### src/rtl/get_reg.sv
// Register-name lookup: maps a GPR index to its right-justified ASCII ABI or numeric name.
// The combinational lookup feeds output registers qualified by a one-cycle valid.
module get_reg (
    input  logic        clk,
    input  logic        rst_n,
    input  logic        in_valid,
    input  logic [5:0]  in_idx,
    input  logic        in_numeric,
    output logic        out_valid,
    output logic [31:0] out_name,
    output logic [2:0]  out_len
);

    localparam logic [7:0] ChZero = 8'h30;
    localparam logic [7:0] ChA    = 8'h61;
    localparam logic [7:0] ChS    = 8'h73;
    localparam logic [7:0] ChT    = 8'h74;
    localparam logic [7:0] ChX    = 8'h78;

    logic [31:0] name_d;
    logic [2:0]  len_d;
    logic [7:0]  idx8;
    logic [7:0]  tens;
    logic [7:0]  ones;

    always_comb begin
        name_d = '0;
        len_d  = 3'd2;
        idx8   = {3'b000, in_idx[4:0]};
        tens   = ChZero;
        ones   = ChZero;
        if (in_idx[5]) begin
            name_d = 32'h0062_6164;
            len_d  = 3'd3;
        end else if (in_numeric) begin
            if (idx8 < 8'd10) begin
                name_d = {16'h0000, ChX, ChZero + idx8};
            end else begin
                // Split the two-digit index without a divider.
                if (idx8 >= 8'd30) begin
                    tens = ChZero + 8'd3;
                    ones = ChZero + idx8 - 8'd30;
                end else if (idx8 >= 8'd20) begin
                    tens = ChZero + 8'd2;
                    ones = ChZero + idx8 - 8'd20;
                end else begin
                    tens = ChZero + 8'd1;
                    ones = ChZero + idx8 - 8'd10;
                end
                name_d = {8'h00, ChX, tens, ones};
                len_d  = 3'd3;
            end
        end else begin
            if (idx8 == 8'd0) begin
                name_d = 32'h7A65_726F;
                len_d  = 3'd4;
            end else if (idx8 == 8'd1) begin
                name_d = 32'h0000_7261;
            end else if (idx8 == 8'd2) begin
                name_d = 32'h0000_7370;
            end else if (idx8 == 8'd3) begin
                name_d = 32'h0000_6770;
            end else if (idx8 == 8'd4) begin
                name_d = 32'h0000_7470;
            end else if (idx8 < 8'd8) begin
                name_d = {16'h0000, ChT, ChZero + idx8 - 8'd5};
            end else if (idx8 < 8'd10) begin
                // x8 is always s0, never fp.
                name_d = {16'h0000, ChS, ChZero + idx8 - 8'd8};
            end else if (idx8 < 8'd18) begin
                name_d = {16'h0000, ChA, ChZero + idx8 - 8'd10};
            end else if (idx8 < 8'd26) begin
                name_d = {16'h0000, ChS, ChZero + idx8 - 8'd16};
            end else if (idx8 < 8'd28) begin
                name_d = {8'h00, ChS, ChZero + 8'd1, ChZero + idx8 - 8'd26};
                len_d  = 3'd3;
            end else begin
                name_d = {16'h0000, ChT, ChZero + idx8 - 8'd25};
            end
        end
    end

    always_ff @(posedge clk or negedge rst_n) begin
        if (!rst_n) begin
            out_valid <= 1'b0;
            out_name  <= '0;
            out_len   <= '0;
        end else begin
            out_valid <= in_valid;
            if (in_valid) begin
                out_name <= name_d;
                out_len  <= len_d;
            end
        end
    end

endmodule

### config.mk
export PLATFORM = sky130hd
export DESIGN_NAME = get_reg
export DESIGN_NICKNAME = d
export VERILOG_FILES = /design/src/rtl/get_reg.sv
export SDC_FILE = /design/constraint.sdc
export NUM_CORES = 1
export LEC_CHECK = 0
export ABC_AREA = 1
export BUFFER_PORTS_ARGS = -buffer_cell sky130_fd_sc_hd__buf_2
export CAP_MARGIN = 20
export CORE_UTILIZATION = 50
export DETAILED_ROUTE_END_ITERATION = 8
export GPL_ROUTABILITY_DRIVEN = 0
export GPL_TIMING_DRIVEN = 0
export PLACE_DENSITY = 0.77
export SYNTH_ARGS = -nofsm -noshare
export SYNTH_HDL_FRONTEND = slang
export SYNTH_SLANG_ARGS = --single-unit
### constraint.sdc
create_clock -name clk -period 0.9 [get_ports clk]
set_clock_uncertainty 0.2 [all_clocks]
set_input_delay 0.135 -clock clk [delete_from_list [all_inputs] [get_ports clk]]
set_output_delay 0.135 -clock clk [all_outputs]
set_load 0.02 [all_outputs]
# Word level (Yosys, flattened, before mapping)
# Cells that the tools add are included.
# word_totals
reg_bits,36
input_bits,10
out_inout_bits,36
elab_cells,54
# op_classes
addsub,9
magnitude_cmp,7
n_eq_ne,4
muxes,30
n_reduce_logical,1
# op_table
cell,count
$mux W23,10
$mux W32,2
$sub A8 B5 Y8 const B,4
$mux W31,1
$mux W8,2
$sub A8 B4 Y8 const B,2
$lt A5 B5 Y1 const B,3
$eq A5 B2 Y1 const B,2
$ge A5 B5 Y1 const B,2
$lt A5 B4 Y1 const B,2
$mux W1,10
$mux W3,3
$sub A7 B5 Y8 const B,1
$sub A8 B3 Y8 const B,1
$add A6 B5 Y7 const A,1
$eq A5 B1 Y1 const B,1
$eq A5 B3 Y1 const B,1
$logic_not A5 Y1,1
$mux W2,2

# Longest topological paths before layout
# Gate-level depths: netlist of the first run.
# depth
depth_word,14
depth_mapped,15
mapped_depth_nobuf,14

# Least setup slack after synthesis of the first run
# No wires, ideal clock.
# synth_path
path_kind,input-to-reg
start,input in_idx[1]
end,register out_name[20]
t_arrival_ns,1.651
required_ns,0.635
setup_slack_ns,-1.016
cell_stages,13
n_path_buf,0
cell_sequence,inv_1 -> ha_1 -> inv_2 -> nand2_1 -> ha_1 -> nor2_1 -> nand3_1 -> nor2_4 -> nand2_2 -> nand2_2 -> nand2_2 -> nand2_2 -> o21a_1
# synth_via
elab_chain_len,13
word_cells_on_any_way,23
cone_classes,order compare (5); eq/ne (4); mux (13); reduce/logical (1)
# synth_rtl
item,line,rtl
"start, declared",7,"input logic [5:0] in_idx,"
$lt A5 B5 Y1,74,end else if (idx8 < 8'd28) begin
$mux W23,74,
$mux W23,72,end else if (idx8 < 8'd26) begin
$mux W23,70,end else if (idx8 < 8'd18) begin
$mux W23,67,end else if (idx8 < 8'd10) begin
$mux W23,65,end else if (idx8 < 8'd8) begin
$mux W23,63,end else if (idx8 == 8'd4) begin
$mux W23,61,end else if (idx8 == 8'd3) begin
$mux W23,59,end else if (idx8 == 8'd2) begin
$mux W23,57,end else if (idx8 == 8'd1) begin
$mux W31,54,if (idx8 == 8'd0) begin
$mux W32 *,35,end else if (in_numeric) begin
$mux W32 *,32,if (in_idx[5]) begin
"end signal, assigned",91,out_name <= name_d;
"end, declared",10,"output logic [31:0] out_name,"
# Every way passes the cells marked *; elsewhere a longest branch is shown, timed or not.
# A chain may end at the register's enable or synchronous reset.

# Worst setup path after layout of the first run
# layout_path
start,input in_idx[1]
end,register out_name[1]
# layout_via
elab_chain_len,14
word_cells_on_any_way,36
cone_classes,add/sub (9); order compare (7); eq/ne (4); mux (15); reduce/logical (1)
# layout_rtl
item,line
$add A6 B5 Y7,n/a
$sub A8 B5 Y8 / $sub A7 B5 Y8 (equally long branches),"75, 78"
$mux W23,74
$mux W23,72
$mux W23,70
$mux W23,67
$mux W23,65
$mux W23,63
$mux W23,61
$mux W23,59
$mux W23,57
$mux W31,54
$mux W32 *,35
$mux W32 *,32
# Marks and branches as above.

==> results of run 1 <==
[logic make-up after synthesis]
group | synth area share [%]
compound gates | 14.4
fa+ha+maj | 11.9
xor+xnor | 1.98
flops | 26.1
simple gates | 33.4
other cells | 0.170
buf+inv | 12.0
[registers in the layout, indices dropped and copies added (netlist names)]
| name | flops |
|---|---|
| out_name | 20 |
| out_len | 2 |
| out_valid | 1 |
[through the flow]
step	setup slack [ps]	utilization, %	hold WS (ps)	cell area (sq um)
2_1_floorplan	-742	-	-361	2430
3_3_place_gp	-1370	65.2	-76.9	2680
3_5_place_dp	-1370	65.2	-73.5	2680
4_1_cts	-695	81.6	-361	3360
5_1_grt	-874	85.9	-348	3530
6_report	-800	85.9	-377	3530
[cell usage in the layout, fill, tap and decap left out, drive strengths merged, types with 2 or more instances in the layout]
master	count
o22ai	2
conb	6
a31oi	3
ha	21
clkinvlp	2
o21ai	20
o211ai	2
or2	2
clkbuf	4
xor2	5
clkinv	2
inv	29
nand3	36
nor2	30
nand2	98
dfrtp	23
buf	97
a21oi	23
[report_power, final]
part           switching, mW  internal [mW]
Sequential            0.0791           1.12
Clock                  0.341          0.309
Combinational          0.986          0.804
[cell type report]
| class | count | area (sq um) |
|---|---|---|
| multi-input cells | 254 | 1690 |
| repair buffers | 78 | 782 |
| fillers | 200 | 581 |
| flip-flops and latches | 23 | 579 |
| plain buffers | 21 | 190 |
| inverters | 32 | 185 |
| well taps | 50 | 62.6 |
| clock buffers | 3 | 41.3 |
| clock inverters | 1 | 5.00 |
[timing repair]
item,CTS,global route
buffers inserted,31,7
pin swaps,18,6
resized for setup,118,30
endpoints found under the hold margin,25,23
setup endpoints to repair,52,52
[per-layer routing]
metal  track usage (%)  up-vias  routed length [um]
met5                 0        -                   0
met4              9.64        0                 319
met3              4.83       42                 632
met2              58.8      181                3910
met1              38.6     1218                2930
li1                  -     1222                   -
[worst paths after layout]
| check | depth (start not counted) | endpoint | slack (ps) | from |
|---|---|---|---|---|
| min in group clk | 2 | out_valid | 20 | in_valid |
| worst min register to register | 2 | out_name[3] | 320 | out_name[3] |
| worst min-delay path | 1 | out_len[1] | -380 | rst_n |
| max in group asynchronous | 1 | out_name[22] | 490 | rst_n |
| worst max register to register | 4 | out_name[14] | -200 | out_name[14] |
| worst max-delay path | 12 | out_name[1] | -800 | in_idx[1] |
==> metrics.txt, run 1 <==
status=complete, but fails checks; failing checks=hold timing, setup timing; slowest cell delay on critical path=290 ps; asr flop ratio synth=100%; Overflow after GRT=0; CTS tree=yes; DR vias=2663; gr usage total=32.4%; largest cells by area after synthesis=dfrtp_1 (26%), nand2_1 (15%), ha_1 (12%), nand3_1 (7.9%), a21oi_1 (5.0%); drt initial violations=244; setup tns final=-21740 ps; Worst EP required=870 ps; initial antenna violation count=0; maximum root-to-sink buffer count=2; crit path buf inv count=4; Pre-Repair DR Iteration Count=5; vias in the first global route=2421; most used cell, CP=nand2_1; Max FO, Critical Path=8; peak supply drop=818 uV; Syn Inst Count=325; crit path kind=input pin to register; Syn Area/Cell=6.79 sq um; min cycle time layout=1700 ps; cts hold-fix bufs=1; register area share after synthesis=26.1%; f_max=588 MHz; remaining antenna violation count=0; max cap viols=0; clk_lat worst skew=270 ps; share of cells above drive strength 1=44.7%; TritonCTS Buffers=3; RSZ-0062 raised after global routing=yes; area growth from synthesis to layout=60.1%; slowest CP cell=o21ai_4; synth warn=0; Synth top area share=26.1%; Post-synth EDFFs=0; Main synth FF type=dfrtp_1; cell taking the most area after synthesis=dfrtp_1; Sink Count=23; flops & latches, synth=23; row cnt=23; Post-synth top cells=nand2_1 (91), nand3_1 (35), nor2_1 (25); Synth cell types=37; Starting Density=53.7%; CP delay by family, top=simple AND/OR/NAND/NOR gates; Final period util=189%; largest net degree at the start of global routing=24; die height=68.5 um; WP data arrival=1670 ps; path category of the worst min-delay check=input pin to async pin; dpl hpwl=4570 um; Post-Syn Area=2210 sq um; most frequent cell after synthesis=nand2_1; Residual DRC=0; Final #Nets=444; Worst Tran Pin Value=530 ps; Pins Over Slew Limit=0; routed vias/inst=5.76; leakage power=1.72 nW; final hold viol count=23; PwrDens=1030 nW/um^2; first-pass GRT wire length=11100 um; setup violators final=52; die width=68.5 um; IO Count=46; DR WL/cell=16.9 um; die area=4690 sq um; crit start category=input pin; CORE AREA=4120 sq um; PnR Total Power=3.64 mW; ant diodes=0; CP cell instances=buf_12, buf_4, ha_2, inv_1, o21ai_4, inv_2, nand2_1, nand2_1, nand2_1, nand3_1, nand3_1, nand2_1; non-filler instance count after layout=462; hold_ws=-377 ps; Final WS setup=-800 ps; clock root buffer=clkbuf_8; total wire length=7800 um; placed cells=419; endpoint class of the critical path=register; H-tree Lvls=1; CTS clk-pin slew, worst paths=90 ps; slew margin rel.=64.7%; PortBufs=39
(Power assumes the default switching activity.)
==> run 2: changes to the inputs <==
REMOVE_ABC_BUFFERS = 1   (was not set)
==> metrics.txt, run 2 (synthesis gave the netlist of run 1 again) <==
min cycle time layout=1680 ps; PortBufs=39; Pre-Repair DR Iteration Count=6; DR vias=2820; path category of the worst min-delay check=input pin to async pin; H-tree Lvls=1; peak supply drop=632 uV; f_max=595 MHz; endpoint class of the critical path=register; PnR Total Power=3.69 mW; non-filler instance count after layout=459; Overflow after GRT=0; commonest non-fill, non-tap cells in the layout=nand2_1 (81), buf_4 (51), buf_6 (36); die width=68.5 um; max cap viols=0; placed cells=398; WP data arrival=1670 ps; leakage power=1.68 nW; Worst Tran Pin Value=611 ps; setup violators final=52; DR WL/cell=19.6 um; IO Count=46; CORE AREA=4120 sq um; RSZ-0062 raised after global routing=yes; Largest regs=out_name (20), out_len (2), out_valid (1); share of cells above drive strength 1=44.7%; total wire length=9010 um; first-pass GRT wire length=11600 um; Post-Place Worst Slack=-1890 ps; CTS clk-pin slew, worst paths=90 ps; Final #Nets=441; max FFs per register=20; Residual DRC=0; slew margin rel.=59.2%; worst reg2reg startpoint=out_name[8]; remaining antenna violation count=0; crit path kind=input pin to register; leading cell type in the layout, fill and taps excluded=nand2_1; Setup crit start=in_idx[1]; initial antenna violation count=0; dpl hpwl=4150 um; CTS tree=yes; area growth from synthesis to layout=59.8%; Worst EP required=890 ps; row cnt=23; drt initial violations=303; status=complete, but fails checks; die height=68.5 um; R2R setup slack=-220 ps; routed vias/inst=6.14; final hold viol count=24; Final WS setup=-779 ps; PwrDens=1040 nW/um^2; clk_lat worst skew=270 ps; Largest Register=out_name; crit start category=input pin; r2r endpoint=out_name[8]; Pins Over Slew Limit=0; TritonCTS Buffers=3; Final period util=187%; worst r2r path cells=3; clock root buffer=clkbuf_8; hold_ws=-376 ps; maximum root-to-sink buffer count=2; die area=4690 sq um; Starting Density=53.7%; vias in the first global route=2426; ant diodes=0; largest net degree at the start of global routing=24; Sink Count=23; Max FO, Critical Path=5; gr usage total=33.9%; failing checks=hold timing, setup timing
## run 2: final cells by class
class / count / area, sq um
multi-input combinational: 254 / 1740
timing repair buffer: 96 / 916
fill: 186 / 586
sequential: 23 / 577
inverter: 32 / 185
tap: 50 / 62.6
clock buffer: 3 / 41.3
clock inverter: 1 / 5.00
## run 2: routing by layer
| metal | global-route usage, % | part of all wire (%) |
|---|---|---|
| met5 | 0 | 0 |
| met4 | 15.9 | 8.1 |
| met3 | 6.83 | 10 |
| met2 | 59.1 | 49 |
| met1 | 39.4 | 33 |
## run 2: worst max-delay path by stage
stage	slack [ps]	end	cells after the start
2_1_floorplan	-1210	out_name[3]	13
3_3_place_gp	-1870	out_name[3]	14
3_5_place_dp	-1890	out_name[3]	14
4_1_cts	-610	out_name[3]	14
5_1_grt	-840	out_name[4]	16
6_report	-780	out_name[6]	13
## run 2: through the flow
step | setup TNS, ps | utilization, % | instance area (sq um)
floorplan | -23950 | - | 2080
global placement | -32650 | 56.9 | 2340
detailed placement | -33170 | 56.9 | 2340
CTS | -18090 | 79.3 | 3260
global route | -22570 | 85.8 | 3530
finish | -20810 | 85.8 | 3530
## run 2: report_power, final
group / internal, mW / switching (mW)
logic: 0.788 / 1.03
registers: 1.12 / 0.0814
clock network: 0.310 / 0.352
## run 2: repair_timing
action                                  in CTS  in global routing
resized for setup                          162                 36
hold endpoints to repair                    25                 24
setup buffers                               41                 17
endpoints found under the setup margin      52                 52
pin swaps                                   11                 32
## run 2: worst max-delay path, cell delays in order
cell     delay [ps]
buf_12          100
inv_8            40
ha_4            160
inv_4            70
nand2_4          60
ha_4            190
inv_1           180
nand2_1         100
o21ai_0         180
nand2_1         100
nand3_1         100
nand2_1          70
a21oi_1         160
==> run 3: changes to the inputs <==
clock period = 1.4 ns   (was 0.9 ns; I/O delays follow)
==> metrics.txt, run 3 (synthesis gave the netlist of run 1 again) <==
peak supply drop=475 uV; DR vias=2486; slowest CP cell=inv_1; die height=68.5 um; CTS clk-pin slew, worst paths=90 ps; IO Count=46; crit path kind=input pin to register; endpoint class of the critical path=register; first-pass GRT wire length=10100 um; Pins Over Slew Limit=0; share of cells above drive strength 1=37.9%; setup violators final=16; largest net degree at the start of global routing=24; Final WS setup=-288 ps; maximum root-to-sink buffer count=2; Worst EP required=1390 ps; PortBufs=39; met3 usage=4.33%; leakage power=1.50 nW; drt initial violations=180; remaining antenna violation count=0; Residual DRC=0; Largest Register=out_name; gr usage total=29.1%; dpl hpwl=4150 um; fin util=75.0%; Max FO, Critical Path=5; PwrDens=680 nW/um^2; Final period util=121%; die width=68.5 um; Starting Density=53.7%; CORE AREA=4120 sq um; die area=4690 sq um; PnR Total Power=2.10 mW; final hold viol count=0; min cycle time layout=1690 ps; H-tree Lvls=1; met1 Resource Use GR=36.5%; slowest cell delay on critical path=190 ps; grt peak-use layer=met2; Final Instance Area=3090 sq um; Pre-Repair DR Iteration Count=7; initial antenna violation count=0; Largest regs=out_name (20), out_len (2), out_valid (1); Final #Nets=420; Area after DPL=2340 sq um; DR WL/cell=15.6 um; clock root buffer=clkbuf_8; CTS tree=yes; crit start category=input pin; max cap viols=0; placed cells=398; slew margin rel.=65.8%; WP data arrival=1680 ps; met2 usage=49.3%; non-filler instance count after layout=438; RSZ-0062 raised after global routing=yes; max FFs per register=20; routed vias/inst=5.68; CP cell instances=buf_12, inv_8, ha_4, inv_4, nand2_4, ha_4, inv_1, nand2_1, o21ai_0, nand2_1, nand3_1, nand2_1, a21oi_1; Sink Count=23; Filler Cell Count=290; TritonCTS Buffers=3; footprint of the multi-input gates=1650 sq um; f_max=592 MHz; most used cell, CP=nand2_1; leading cell type in the layout, fill and taps excluded=nand2_1; Worst Tran Pin Value=513 ps; status=complete, but fails checks; failing checks=setup timing; vias in the first global route=2167; row cnt=23; setup tns final=-3020 ps; Register Area=577 sq um; Overflow after GRT=0; clk_lat worst skew=260 ps; ant diodes=0; total wire length=6840 um; path category of the worst min-delay check=input pin to register; area growth from synthesis to layout=39.7%; commonest non-fill, non-tap cells in the layout=nand2_1 (83), nand3_1 (34), buf_2 (34)
run 3: cell types whose count changed in the layout (fill, tap and decap cells not counted), moves of 2 or more:
cell and delta:
a21oi_1 +4, a21oi_2 -3, buf_2 +30, buf_4 -20
buf_6 -32, ha_1 +2, nand2_1 +2, nand2_2 -2
nand3_1 +5, nand3_2 -5
run 3: per-layer routing:
| metal | part of all wire (%) | vias up |
|---|---|---|
| met1 | 40 | 1131 |
| li1 | - | 1167 |
| met5 | 0 | - |
| met4 | 4.7 | 0 |
| met3 | 7.4 | 38 |
| met2 | 48 | 150 |
run 3: what timing repair did:
item / 4_1_cts / 5_1_grt
hold buffers: 1 / 0
gates resized for setup: 85 / 30
setup endpoints to repair: 21 / 21
buffers inserted: 26 / 10
pin swaps: 9 / 15
hold endpoints to repair: 23 / 0
run 3: path summary, 6_finish.rpt:
path	slack, ps	from	endpoint	cells after the start
setup / recovery	-290	in_idx[1]	out_name[6]	13
hold / removal	30	in_valid	out_valid	1
setup reg to reg	430	out_name[13]	out_name[13]	1
hold reg to reg	280	out_len[1]	out_len[1]	1
max in group asynchronous	400	rst_n	out_name[29]	2
min in group asynchronous	240	rst_n	out_name[17]	2
run 3: layout make-up:
type | instances | area share [%]
Clock buffer | 3 | 1.34
Multi-Input combinational cell | 254 | 53.5
Tap cell | 50 | 2.03
Sequential cell | 23 | 18.7
Clock inverter | 1 | 0.162
Inverter | 32 | 5.92
Timing Repair Buffer | 75 | 18.3
run 3: worst max-delay path, delay by kind of cell:
kind,cells,cell delay (ps)
buffers and inverters,4,400
AO/OA/AOI/OAI,2,330
adder cells (fa/ha/maj),2,340
AND/OR/NAND/NOR,5,410
run 3: stage by stage:
step                hold WS, ps  worst slack [ps]
finish                     30.1              -288
global route               14.1              -373
CTS                        17.0              -189
detailed placement         4.76             -1470
global placement           2.21             -1440
floorplan                  -286              -786
run 3: power breakdown:
group          total, mW  internal (mW)  switching [mW]
Clock              0.419          0.199           0.220
Sequential         0.752          0.721          0.0311
Combinational      0.929          0.354           0.575
